==> src/rtl/shift_rotator_rt_seq.sv <==
// Sequential 16-bit right shifter/rotator: one bit position per clock, strt/done handshake.
// Supports logical shift, arithmetic shift and rotate right; res holds the result until the next accepted strt.
module shift_rotator_rt_seq #(
  parameter int WIDTH = 16,
  parameter int CNT_W = 4
) (
  input  logic             clk,
  input  logic             rst,
  input  logic             strt,
  input  logic [WIDTH-1:0] src,
  input  logic [CNT_W-1:0] amt,
  input  logic             rotate,
  input  logic             arith,
  output logic [WIDTH-1:0] res,
  output logic             busy,
  output logic             done
);

  typedef enum logic [1:0] {IDLE, SHIFT, DONE} state_t;

  state_t           state;
  logic [CNT_W-1:0] count;
  logic             rot_mode;
  logic             arith_mode;
  logic             fill;
  logic [WIDTH-1:0] shifted;

  // Bit entering at the top: the bit leaving bit 0 when rotating, otherwise the sign or a zero.
  // Rotate takes priority over arith.
  always_comb begin
    fill = 1'b0;
    if (rot_mode) begin
      fill = res[0];
    end else if (arith_mode) begin
      fill = res[WIDTH-1];
    end
    shifted = {fill, res[WIDTH-1:1]};
  end

  // A start request is accepted in IDLE and DONE alike, so operations can run back to back.
  // busy and done are registered alongside the state they describe.
  always_ff @(posedge clk) begin
    if (rst) begin
      state      <= IDLE;
      count      <= '0;
      rot_mode   <= 1'b0;
      arith_mode <= 1'b0;
      res        <= '0;
      busy       <= 1'b0;
      done       <= 1'b0;
    end else begin
      case (state)
        IDLE, DONE: begin
          if (strt) begin
            res        <= src;
            count      <= amt;
            rot_mode   <= rotate;
            arith_mode <= arith;
            if (amt != '0) begin
              state <= SHIFT;
              busy  <= 1'b1;
              done  <= 1'b0;
            end else begin
              state <= DONE;
              busy  <= 1'b0;
              done  <= 1'b1;
            end
          end else begin
            state <= IDLE;
            busy  <= 1'b0;
            done  <= 1'b0;
          end
        end
        SHIFT: begin
          res   <= shifted;
          count <= count - 1'b1;
          if (count == CNT_W'(1)) begin
            state <= DONE;
            busy  <= 1'b0;
            done  <= 1'b1;
          end else begin
            busy  <= 1'b1;
            done  <= 1'b0;
          end
        end
        default: begin
          state <= IDLE;
          busy  <= 1'b0;
          done  <= 1'b0;
        end
      endcase
    end
  end

endmodule
==> config.mk <==
export PLATFORM = sky130hd
export DESIGN_NAME = shift_rotator_rt_seq
export DESIGN_NICKNAME = d
export VERILOG_FILES = /design/src/rtl/shift_rotator_rt_seq.sv
export SDC_FILE = /design/constraint.sdc
export NUM_CORES = 1
export LEC_CHECK = 0
export ABC_CLOCK_PERIOD_IN_PS = 1400
export BUFFER_PORTS_ARGS = -buffer_cell sky130_fd_sc_hd__clkbuf_2
export CAP_MARGIN = 5
export CORE_ASPECT_RATIO = 1.25
export CORE_UTILIZATION = 31
export DETAILED_ROUTE_END_ITERATION = 6
export HOLD_SLACK_MARGIN = 0.02
export PLACE_DENSITY = 0.54
export REMOVE_ABC_BUFFERS = 1
export SYNTH_ARGS = -nofsm -noshare
export SYNTH_HDL_FRONTEND = slang
export SYNTH_SLANG_ARGS = --single-unit
==> constraint.sdc <==
create_clock -name clk -period 1.4 [get_ports clk]
set_clock_uncertainty 0.05 [all_clocks]
set_input_delay 0.14 -clock clk [delete_from_list [all_inputs] [get_ports clk]]
set_output_delay 0.14 -clock clk [all_outputs]
set_load 0.01 [all_outputs]
# Word-level counts from Yosys, hierarchy flattened
# Index checks and enable logic that the tools add are counted.
# op_classes
add_sub_neg	1
eq_ne	6
mux	18
n_reduce_logical	7
# op_table
cell	count
$pmux W16 S2	1
$mux W16	1
$mux W1	8
$pmux W4 S2	1
$mux W2	3
$eq A4 B1 Y1 const B	1
$mux W4	1
$ne A2 B2 Y1 const B	2
$pmux W1 S2	2
$pmux W2 S2	1
$reduce_and A2 Y1	2
$reduce_bool A4 Y1	1
$sub A4 B1 Y4 const B	1
$ne A3 B3 Y1 const B	1
$reduce_and A3 Y1	1
$eq A2 B1 Y1 const B	1
$eq A2 B2 Y1 const B	1
$logic_not A2 Y1	1
$reduce_bool A2 Y1	1
$reduce_or A2 Y1	1
# totals
reg_bits	26
in_bits	25
output_inout_bits	18
wordCells	40

# Logic depth before layout (Yosys ltp)
# depth
ltp_word	4
ltp_mapped	5
ltp_nobuf	5

# Worst setup path before layout
# Ideal clock, no wire load.
# synth_timing
path_type	register to register
from	register count[0]
to	register count[3]
setup_time_ns	0.074
arrival_ns	1.086
t_required_ns	1.276
setup_slack_ns	0.189
path_stages_with_launch	4
path_buffers	0
synth_period_minus_slack_ns	1.211
cell_sequence	dfxtp_1 or3_1 or3_1 a31oi_1
# synth_via
elab_chain_cells	2
# synth_rtl
item	line	rtl
from (decl)	22	logic [CNT_W-1:0] count;
from (signal assigned)	56	count <= amt;
from (signal assigned)	76	count <= count - 1'b1;
$sub A4 B1 Y4	76	
$pmux W4 S2	52	case (state)
# No other way between the ends.
# A chain may end at the register's enable or synchronous reset.

# Final worst setup path
# Same ends and word-level chain as after synthesis.

==> impl.org <==
** Routing
- After detailed routing, the total wire length is 2.94 mm.
- Via count of the routed design :: 1147
- Post-route ant nets :: 0
- 1st-iter DRT viols :: 40
- The first detailed-routing pass ran for 7 iterations.
- Met3 WL :: 168 um
- Wire segments on met2 add up to 1.38 mm in the final route.
- Dividing the detail-routed wire length by the instance count gives 13.3 um.
- Met1 layer wirelength in the final routing :: 1.36 mm
- In the routed layout, each cell is associated on average with a via count of 5.17.
- After detailed routing, the number of remaining DRC violations is 6.
- Highest Signal Layer :: met4

** Final layout
- Final Cell Area :: 1500 um2
- Measured on the finished design, the core utilization comes to 0.420.
- Fill cells in the final layout number 373.
- Of the cells placed in the final design, the portion with a size suffix greater than 1 is 0.301.
- The net count of the finished layout is 211.
- From synthesis to final layout, the design area changed by 26.4%.
- The number of antenna diodes in the final layout is 0.

** Clocking
- Clock Tree Buf Depth :: 2
- # resized after CTS :: 0
- The number of setup buffers added after CTS is 0.
- In this run, post-CTS hold repair placed 0 buffers.
- CTS built an H-tree with a depth of 1.
- TritonCTS built the clock tree.
- Clock slew seen by the registers of the worst setup and hold paths :: 0.09 ns
- The later pin in the worst-skew pair is clocked with a latency of 0.27 ns.
- Buffers inserted during clock tree synthesis total 3.
- The clock drives 26 sinks.
- Cell at the root of the clock tree :: sky130_fd_sc_hd__clkbuf_8

** Run status
- Failing checks :: DRC
- The flow ran to the end, but the final reports show violations.

** STA
- Summed negative setup slack over all endpoints :: 0 ns
- Setup repair after global routing missed its margin :: no
- The max-slew violation count was 0.
- FMAX :: 0.774 GHz
- Setup slack closes at 0.107 ns.
- Max-Slew Margin vs Limit :: 0.628
- Of the available clock period, the critical path in the final layout requires 0.923.
- Final Hold Violating Endpoints :: 0
- At the pin with the least slew margin, the transition time is 0.558 ns.
- The worst path needs 1.29 ns of the cycle, external delays included.
- Setup violations remaining at the end of the flow were counted as 0.

** Yosys
- Yosys warning count :: 0
- For this run, asynchronously set or reset flops after synthesis account for 0.
- Cells after synthesis :: 141
- Counting flops and latches in the post-synthesis netlist gives 26.
- Of the synthesized area, sequential elements account for 0.438.
- Averaged over all synthesized cells, the footprint is 8.42 um2.
- For this run, the leading register cell type out of synthesis is sky130_fd_sc_hd__dfxtp_1.
- Syn Std Cell Area :: 1190 um2
- Counting flops with a built-in enable in the synthesized netlist gives 0.
- Number of distinct library cells after synthesis :: 29

** Critical path
- In this run the register-to-register setup slack is 0.11 ns.
- The worst register-to-register path has a depth of 3.
- CP arrival :: 1.44 ns
- Critical Path Fanout Max :: 4
- On the worst path, the slowest cell contributes a delay of 0.38 ns.
- Required time reported for the critical path endpoint :: 1.55 ns
- The slowest stage of the critical path is the sky130_fd_sc_hd__or3_1 cell.
- Most prevalent standard cell on the critical path :: sky130_fd_sc_hd__or3_1
- Crit end category :: register
- Critical path class :: register to register
- The signal on the critical path passes through or3_1 > or3_1 > a31oi_1.
- CP startpoint kind :: register

** Worst hold path
- The tightest min-delay check is of the input port to register type.
- Counting instances, the worst hold path has a depth of 3.

** Power and ir drop
- Pleak :: 0.678 nW
- VDD IR max :: 0.545 mV
- Areal power density over the cells :: 1200 nW/um2

** Global route
- Number of antenna violations at the first check in global routing :: 0
- The number of global-route vias before repair came to 1106.
- Global-route wire length before repair :: 4.90 mm
- The total overflow left after global routing is 0.
- Entering global routing, the biggest net connects 27 pins.
- In the global route stage, overall resource usage came out at 0.151.

** Floorplan
- Chip height :: 71.2 um
- For this configuration, the core starts out at a cell density of 0.332.
- Top-level port count :: 43
- The die covers 4080 um2.
- The floorplan has 24 rows.
- After floorplanning, the core was sized to cover 3570 um2.
- Die outline width :: 57.4 um

** Placed design
- Placed cell area :: 1450 um2
- Summed over all nets, the half-perimeter wirelength after detailed placement is 2.11 mm.
- Before CTS, the worst setup slack after placement is 0.120 ns.
- Number of buffer cells added on primary ports :: 42
- At the end of routability-driven placement, the weighted congestion stood at 0.732.

** Job
- Number of maximum-capacitance constraint violations :: 0
[metrics by stage]
step           power, mW  hold WS (ns)  cells
4_1_cts             1.82        0.0315    222
5_1_grt             1.91        0.0618    222
3_3_place_gp        1.32         0.316    218
3_5_place_dp        1.33         0.327    218
6_report            1.81        0.0358    222
2_1_floorplan       1.12         0.158    130
[layer usage]
metal / track usage / vias up
li1: - / 578
met1: 0.191 / 538
met2: 0.251 / 27
met3: 0.0274 / 4
met4: 0.0569 / 0
met5: 0 / -
[cell usage after synthesis (all sizes together) (2+ instances only)]
library cell,count,area (um2)
nand3,4,20.0
a21oi,5,25.0
dfxtp,26,521
and2b,2,17.5
buf,7,55.1
inv,4,15.0
nand2b,2,12.5
nor2,19,71.3
nand2,35,131
a32oi,2,17.5
a22oi,2,15.0
ha,2,25.0
clkbuf,4,35.0
or3,2,12.5
a311oi,16,146
[cell families (layout without fill, tap and decap cells)]
| family | count (synthesis) | count (layout) | synth area share |
|---|---|---|---|
| and+or+nand+nor | 67 | 67 | 0.240 |
| AOI/OAI and AO/OA | 31 | 31 | 0.212 |
| DFF | 26 | 26 | 0.438 |
| buffers and inverters | 15 | 57 | 0.0885 |
| adders and majority gates | 2 | 2 | 0.0211 |
[report_power, final]
| group | internal, mW | switching, mW |
|---|---|---|
| logic | 0.204 | 0.229 |
| clock network | 0.252 | 0.247 |
| registers | 0.819 | 0.0578 |
| total | 1.28 | 0.533 |
[critical path: cells and delay by family, from the launching register on]
| kind | cells | cell delay [ns] |
|---|---|---|
| AND/OR/NAND/NOR | 2 | 0.69 |
| flip-flops | 1 | 0.34 |
| AO/OA/AOI/OAI | 1 | 0.13 |
[sequential cells by signal (all words and copies together) (netlist names)]
name	cells
arith_mode	1
busy	1
count	4
done	1
res	16
rot_mode	1
state	2
[area by class of cell]
type                            instances  area [um2]  area share
Inverter                                4        15.0      0.0100
Tap cell                               39        48.8      0.0325
Timing Repair Buffer                   49         300       0.200
Multi-Input combinational cell        100         562       0.374
Clock buffer                            4        55.1      0.0367
Sequential cell                        26         520       0.347
[layout by cell type, fill, tap and decap left out]
cell type                    n
sky130_fd_sc_hd__nor3b_1     1
sky130_fd_sc_hd__a32oi_1     2
sky130_fd_sc_hd__o21ai_1     1
sky130_fd_sc_hd__buf_4       4
sky130_fd_sc_hd__nand2b_1    2
sky130_fd_sc_hd__o211a_1     1
sky130_fd_sc_hd__nor4_1      1
sky130_fd_sc_hd__a2bb2oi_1   1
sky130_fd_sc_hd__nand3_1     4
sky130_fd_sc_hd__a31oi_1     1
sky130_fd_sc_hd__a22oi_1     2
sky130_fd_sc_hd__a21oi_1     5
sky130_fd_sc_hd__nor2b_1     1
sky130_fd_sc_hd__a311oi_2    1
sky130_fd_sc_hd__buf_12      3
sky130_fd_sc_hd__a311oi_1   15
sky130_fd_sc_hd__ha_1        2
sky130_fd_sc_hd__clkbuf_8    4
sky130_fd_sc_hd__dfxtp_1    26
sky130_fd_sc_hd__a211o_1     1
sky130_fd_sc_hd__and2b_4     1
sky130_fd_sc_hd__clkbuf_2   42
sky130_fd_sc_hd__and2b_1     1
sky130_fd_sc_hd__inv_1       4
sky130_fd_sc_hd__or3_1       2
sky130_fd_sc_hd__nor2_1     19
sky130_fd_sc_hd__nand2_1    35
sky130_fd_sc_hd__o22a_1      1
[final timing paths]
| kind | start | to |
|---|---|---|
| setup / recovery | count[0]$_SDFFE_PP0P_ | count[3]$_SDFFE_PP0P_ |
| hold / removal | arith | arith_mode$_SDFFE_PP0P_ |
| setup reg to reg | count[0]$_SDFFE_PP0P_ | count[3]$_SDFFE_PP0P_ |
| hold reg to reg | arith_mode$_SDFFE_PP0P_ | arith_mode$_SDFFE_PP0P_ |
(Power assumes the default switching activity.)
